$ cat config.mk
export PLATFORM = sky130hd
export DESIGN_NAME = instruction_prefetch_queue
export DESIGN_NICKNAME = d
export VERILOG_FILES = /design/src/rtl/cpu6502_pkg.sv /design/src/rtl/prefetch_fifo_mem.sv /design/src/rtl/instruction_prefetch_queue.sv
export SDC_FILE = /design/constraint.sdc
export NUM_CORES = 1
export LEC_CHECK = 0
export BUFFER_PORTS_ARGS = -buffer_cell sky130_fd_sc_hd__buf_2
export CORE_ASPECT_RATIO = 1.2
export CORE_MARGIN = 8
export CORE_UTILIZATION = 49
export CTS_CLUSTER_SIZE = 16
export DETAILED_ROUTE_END_ITERATION = 12
export PLACE_DENSITY = 0.76
export SLEW_MARGIN = 0
export SYNTH_ARGS = -nofsm -noshare
export SYNTH_HDL_FRONTEND = slang
export SYNTH_SLANG_ARGS = --single-unit
$ cat constraint.sdc
create_clock -name FSM_Signal -period 2.4 [get_ports FSM_Signal]
set_input_delay 0.72 -clock FSM_Signal [delete_from_list [all_inputs] [get_ports FSM_Signal]]
set_output_delay 0.72 -clock FSM_Signal [all_outputs]
set_load 0.1 [all_outputs]
$ cat src/rtl/cpu6502_pkg.sv
// Shared 6502-core constants: opcode reset value, retire-length encodings
// and the smallest prefetch-queue depth that still holds a 3-byte instruction.
package cpu6502_pkg;

  localparam logic [7:0] OPC_BRK = 8'h00;

  typedef enum logic [1:0] {
    LEN_NONE = 2'd0,
    LEN_1    = 2'd1,
    LEN_2    = 2'd2,
    LEN_3    = 2'd3
  } rd_len_e;

  localparam int MIN_QUEUE_DEPTH = 4;

endpackage

$ cat src/rtl/prefetch_fifo_mem.sv
// DEPTH x DATA_W byte storage for the prefetch queue: one synchronous write
// port and three combinational read ports forming the peek window.
module prefetch_fifo_mem #(
  parameter  int DATA_W = 8,
  parameter  int DEPTH  = 4,
  localparam int AW     = $clog2(DEPTH)
) (
  input  logic              clk,
  input  logic              we,
  input  logic [AW-1:0]     waddr,
  input  logic [DATA_W-1:0] wdata,
  input  logic [AW-1:0]     raddr0,
  input  logic [AW-1:0]     raddr1,
  input  logic [AW-1:0]     raddr2,
  output logic [DATA_W-1:0] rdata0,
  output logic [DATA_W-1:0] rdata1,
  output logic [DATA_W-1:0] rdata2
);

  logic [DATA_W-1:0] mem [DEPTH];

  // Contents are never reset; peek_valid tells consumers which slots are live.
  always_ff @(posedge clk) begin
    if (we) mem[waddr] <= wdata;
  end

  assign rdata0 = mem[raddr0];
  assign rdata1 = mem[raddr1];
  assign rdata2 = mem[raddr2];

endmodule

$ cat src/rtl/instruction_prefetch_queue.sv
// Byte FIFO between the memory data bus and the control FSM: exposes a
// three-byte peek window and retires whole 1-3 byte instructions per strobe.
module instruction_prefetch_queue
  import cpu6502_pkg::*;
#(
  parameter  int DATA_W = 8,
  parameter  int DEPTH  = 4,
  localparam int CNT_W  = $clog2(DEPTH) + 1
) (
  input  logic              FSM_Signal,
  input  logic              reset_IR_n,
  input  logic              wr_en,
  input  logic [DATA_W-1:0] wr_data,
  input  logic              rd_en,
  input  logic [1:0]        rd_len,
  input  logic              flush,
  output logic [DATA_W-1:0] peek_op,
  output logic [DATA_W-1:0] peek_lo,
  output logic [DATA_W-1:0] peek_hi,
  output logic [2:0]        peek_valid,
  output logic [DATA_W-1:0] OUT_IR,
  output logic [CNT_W-1:0]  count,
  output logic              full,
  output logic              empty,
  output logic              wr_ack,
  output logic              rd_err
);

  localparam int AW = $clog2(DEPTH);

  logic [AW-1:0]    rd_ptr;
  logic [AW-1:0]    wr_ptr;
  logic [AW-1:0]    rd_addr_lo;
  logic [AW-1:0]    rd_addr_hi;
  logic [CNT_W-1:0] len_cnt;
  logic [CNT_W-1:0] count_nxt;
  logic             len_legal;
  logic             push_ok;
  logic             retire_ok;

  assign full  = (count == CNT_W'(DEPTH));
  assign empty = (count == '0);

  assign peek_valid[0] = (count > CNT_W'(0));
  assign peek_valid[1] = (count > CNT_W'(1));
  assign peek_valid[2] = (count > CNT_W'(2));

  // Acceptance uses pre-edge occupancy, so a full queue never passes a byte through.
  assign len_cnt   = CNT_W'(rd_len);
  assign len_legal = (rd_len_e'(rd_len) != LEN_NONE) && (len_cnt <= count);
  assign push_ok   = wr_en && !full;
  assign retire_ok = rd_en && len_legal;
  assign count_nxt = count + CNT_W'(push_ok) - (retire_ok ? len_cnt : '0);

  assign rd_addr_lo = rd_ptr + AW'(1);
  assign rd_addr_hi = rd_ptr + AW'(2);

  prefetch_fifo_mem #(
    .DATA_W (DATA_W),
    .DEPTH  (DEPTH)
  ) u_mem (
    .clk    (FSM_Signal),
    .we     (push_ok && !flush),
    .waddr  (wr_ptr),
    .wdata  (wr_data),
    .raddr0 (rd_ptr),
    .raddr1 (rd_addr_lo),
    .raddr2 (rd_addr_hi),
    .rdata0 (peek_op),
    .rdata1 (peek_lo),
    .rdata2 (peek_hi)
  );

  // Flush outranks push and retire but keeps the last retired opcode.
  always_ff @(posedge FSM_Signal or negedge reset_IR_n) begin
    if (!reset_IR_n) begin
      rd_ptr <= '0;
      wr_ptr <= '0;
      count  <= '0;
      OUT_IR <= DATA_W'(OPC_BRK);
      wr_ack <= 1'b0;
      rd_err <= 1'b0;
    end else if (flush) begin
      rd_ptr <= '0;
      wr_ptr <= '0;
      count  <= '0;
      wr_ack <= 1'b0;
      rd_err <= 1'b0;
    end else begin
      if (push_ok) wr_ptr <= wr_ptr + AW'(1);
      if (retire_ok) begin
        rd_ptr <= rd_ptr + AW'(rd_len);
        OUT_IR <= peek_op;
      end
      count  <= count_nxt;
      wr_ack <= push_ok;
      rd_err <= rd_en && !retire_ok;
    end
  end

endmodule

==> impl_metrics.env <==
export IMPL_hold_slack_ns=0.3438
export IMPL_end_kind="output pin"
export IMPL_vias=1620
export IMPL_period_needed_ns=2.434
export IMPL_grt_pass1_vias=1773
export IMPL_crit_type="reg -> out"
export IMPL_slew_headroom_pct=67.18
export IMPL_finalSetupViolations=9
export IMPL_antenna_found_initial=0
export IMPL_hold_viol=0
export IMPL_final_cells=287
export IMPL_status="finished with violations"
export IMPL_gr_total_overflow=0
export IMPL_drt_iter0_drc=91
export IMPL_place_congestion=0.7682
export IMPL_crit_buf_inv=3
export IMPL_fin_util_pct=72.04
export IMPL_h_tree_depth=2
export IMPL_die_w_um=81.56
export IMPL_synthCells=146
export IMPL_violations="negative setup slack"
export IMPL_globalRouteTotalUtil_pct=15.43
export IMPL_die_h_um=94.68
export IMPL_clkTransAtPathRegs_ns=0.09
export IMPL_netlist_top_cells_area="edfxtp_1 (38%), mux4_2 (21%), dfrtp_1 (17%)"
export IMPL_rsz0062_at_grt="yes"
export IMPL_ys_ff_latch=49
export IMPL_synth_cell_types=32
export IMPL_critPathCapture="peek_hi[0]"
export IMPL_r2r_start="count[1]"
export IMPL_fin_worst_skew_ns=0.01111
export IMPL_io_pins=57
export IMPL_wl_per_cell_um=20.01
export IMPL_ff2ff_setup_slack_ns=0.10
export IMPL_start_kind="flip-flop"
export IMPL_syn_avg_cell_area_sq_um=17.31
export IMPL_yosysTopAreaCellShare_pct=38.02
export IMPL_cts_tree="done"
export IMPL_critPathMaxFanout=6
export IMPL_cpMaxStageDelayCell="mux4_2"
export IMPL_cp_top_family="multiplexers"
export IMPL_drtAntennaViolNets=0
export IMPL_ys_seq_area_share_pct=54.85
export IMPL_grt_pass1_wl_um=8797
export IMPL_cts_max_path_buffers=2
export IMPL_r2r_cells=11
export IMPL_drc=0
export IMPL_hold_buffers=0
export IMPL_drv_cap=0
export IMPL_path_cells="buf_12 -> buf_16 -> mux4_2 -> buf_6"
export IMPL_place_inst=265
export IMPL_hold_path_class="in -> async"
export IMPL_clock_latency_ns=0.30
export IMPL_area_growth_pct=40.79
export IMPL_layout_common_cells="edfxtp_1 (32), buf_2 (30), mux4_2 (24)"
export IMPL_cts_buffers=5
export IMPL_first_pass_iters=4
export IMPL_rows=28
export IMPL_syn_nets=172
export IMPL_fmax_mhz=410.9
export IMPL_layout_commonest_cell="edfxtp_1"
export IMPL_arrival_ns=1.71
export IMPL_worst_pin_slew_ns=0.4957
export IMPL_fin_crit_sh_pct=101.4
export IMPL_r2r_end="count[1]"
export IMPL_layout_drive_gt1_share_pct=63.44
export IMPL_initial_core_util_pct=51.17
export IMPL_drv_slew=0
export IMPL_grt_max_degree=18
export IMPL_diodes=0
export IMPL_dieArea_sq_um=7722
export IMPL_dp_hpwl_um=3965
export IMPL_cp_slowest_stage_delay_ns=0.54
export IMPL_layout_setup_ws_ns=-0.03384
export IMPL_crit_start="rd_ptr[0]"
export IMPL_core_area_sq_um=4940
export IMPL_layout_nets=252
export IMPL_cts_sinks=49
export IMPL_wl_um=5743
export IMPL_synth_top_cell_by_area="edfxtp_1"
export IMPL_crit_required_ns=1.68
export IMPL_critical_path_depth=4
export IMPL_via_per_inst=5.645
export IMPL_port_buffers=56
export IMPL_ys_warn_count=0
export IMPL_syn_area_sq_um=2527
export IMPL_cts_root_buf="clkbuf_8"
## cell type report
cell class                 count  area, sq um
clock buffer                   6        82.58
fill                         320         1381
clock inverter                 2        13.76
sequential                    49         1400
timing repair buffer          81        809.5
tap                           60        75.07
multi-input combinational     80         1140
inverter                       9        37.54
## worst min path at each step
stage | depth (start not counted) | start | end
after floorplan | 0 | reset_IR_n | OUT_IR[0]
after global placement | 1 | OUT_IR[6] | OUT_IR[6]
after detailed placement | 1 | OUT_IR[7] | OUT_IR[7]
after CTS | 1 | reset_IR_n | OUT_IR[1]
after global routing | 1 | reset_IR_n | OUT_IR[5]
final | 1 | reset_IR_n | OUT_IR[5]
## metrics by stage
step	cell area (sq um)	setup slack (ns)	setup TNS (ns)
CTS	3456	-0.03090	-0.2113
floorplan	2599	-0.5638	-1.491
global placement	3067	-0.3849	-2.594
global route	3558	-0.08103	-1.078
finish	3558	-0.03384	-0.1424
detailed placement	3067	-0.4842	-3.290
## synth_stat cells (all sizes together)
library cell and number:
a21o 1, or2 1, xnor2 2, nor2 6
nand4b 1, nor3b 2, nand2b 1, inv 9
buf 6, dfrtp 17, xor2 1, mux2i 2
nor2b 3, nand3 1, ha 10, mux4 24
or3 1, clkbuf 2, a21oi 3, or4 2
mux2 8, and2 4, edfxtp 32, fa 1
o21ai 1, nor3 2, o21a 1, o31ai 2
## routing by layer
layer	track usage [%]	wire (um)	share of wire [%]
met4	5.672	95	1.7
met5	0	0	0
met2	29.17	3343	58
met3	4.278	272	4.7
met1	15.36	2032	35
## sequential cells by signal (all words and copies together), names as in the netlist
signal / count
OUT_IR: 8
count: 3
rd_err: 1
rd_ptr: 2
u_mem.mem: 32
wr_ack: 1
wr_ptr: 2
## what timing repair did
action	CTS	global route
buffers inserted	7	4
resized for setup	55	11
gates cloned	2	1
pin swaps	0	1
setup endpoints to repair	27	25
## kinds of logic after synthesis
group	synth area share, %
mux	26.93
flops	54.85
compound gates	2.277
buf+inv	3.168
fa+ha+maj	5.743
simple gates	5.990
xor+xnor	1.040
Power is left out: the tool's default activity adds up to more than one toggle a clock period on the data nets, which glitch-free logic cannot reach.
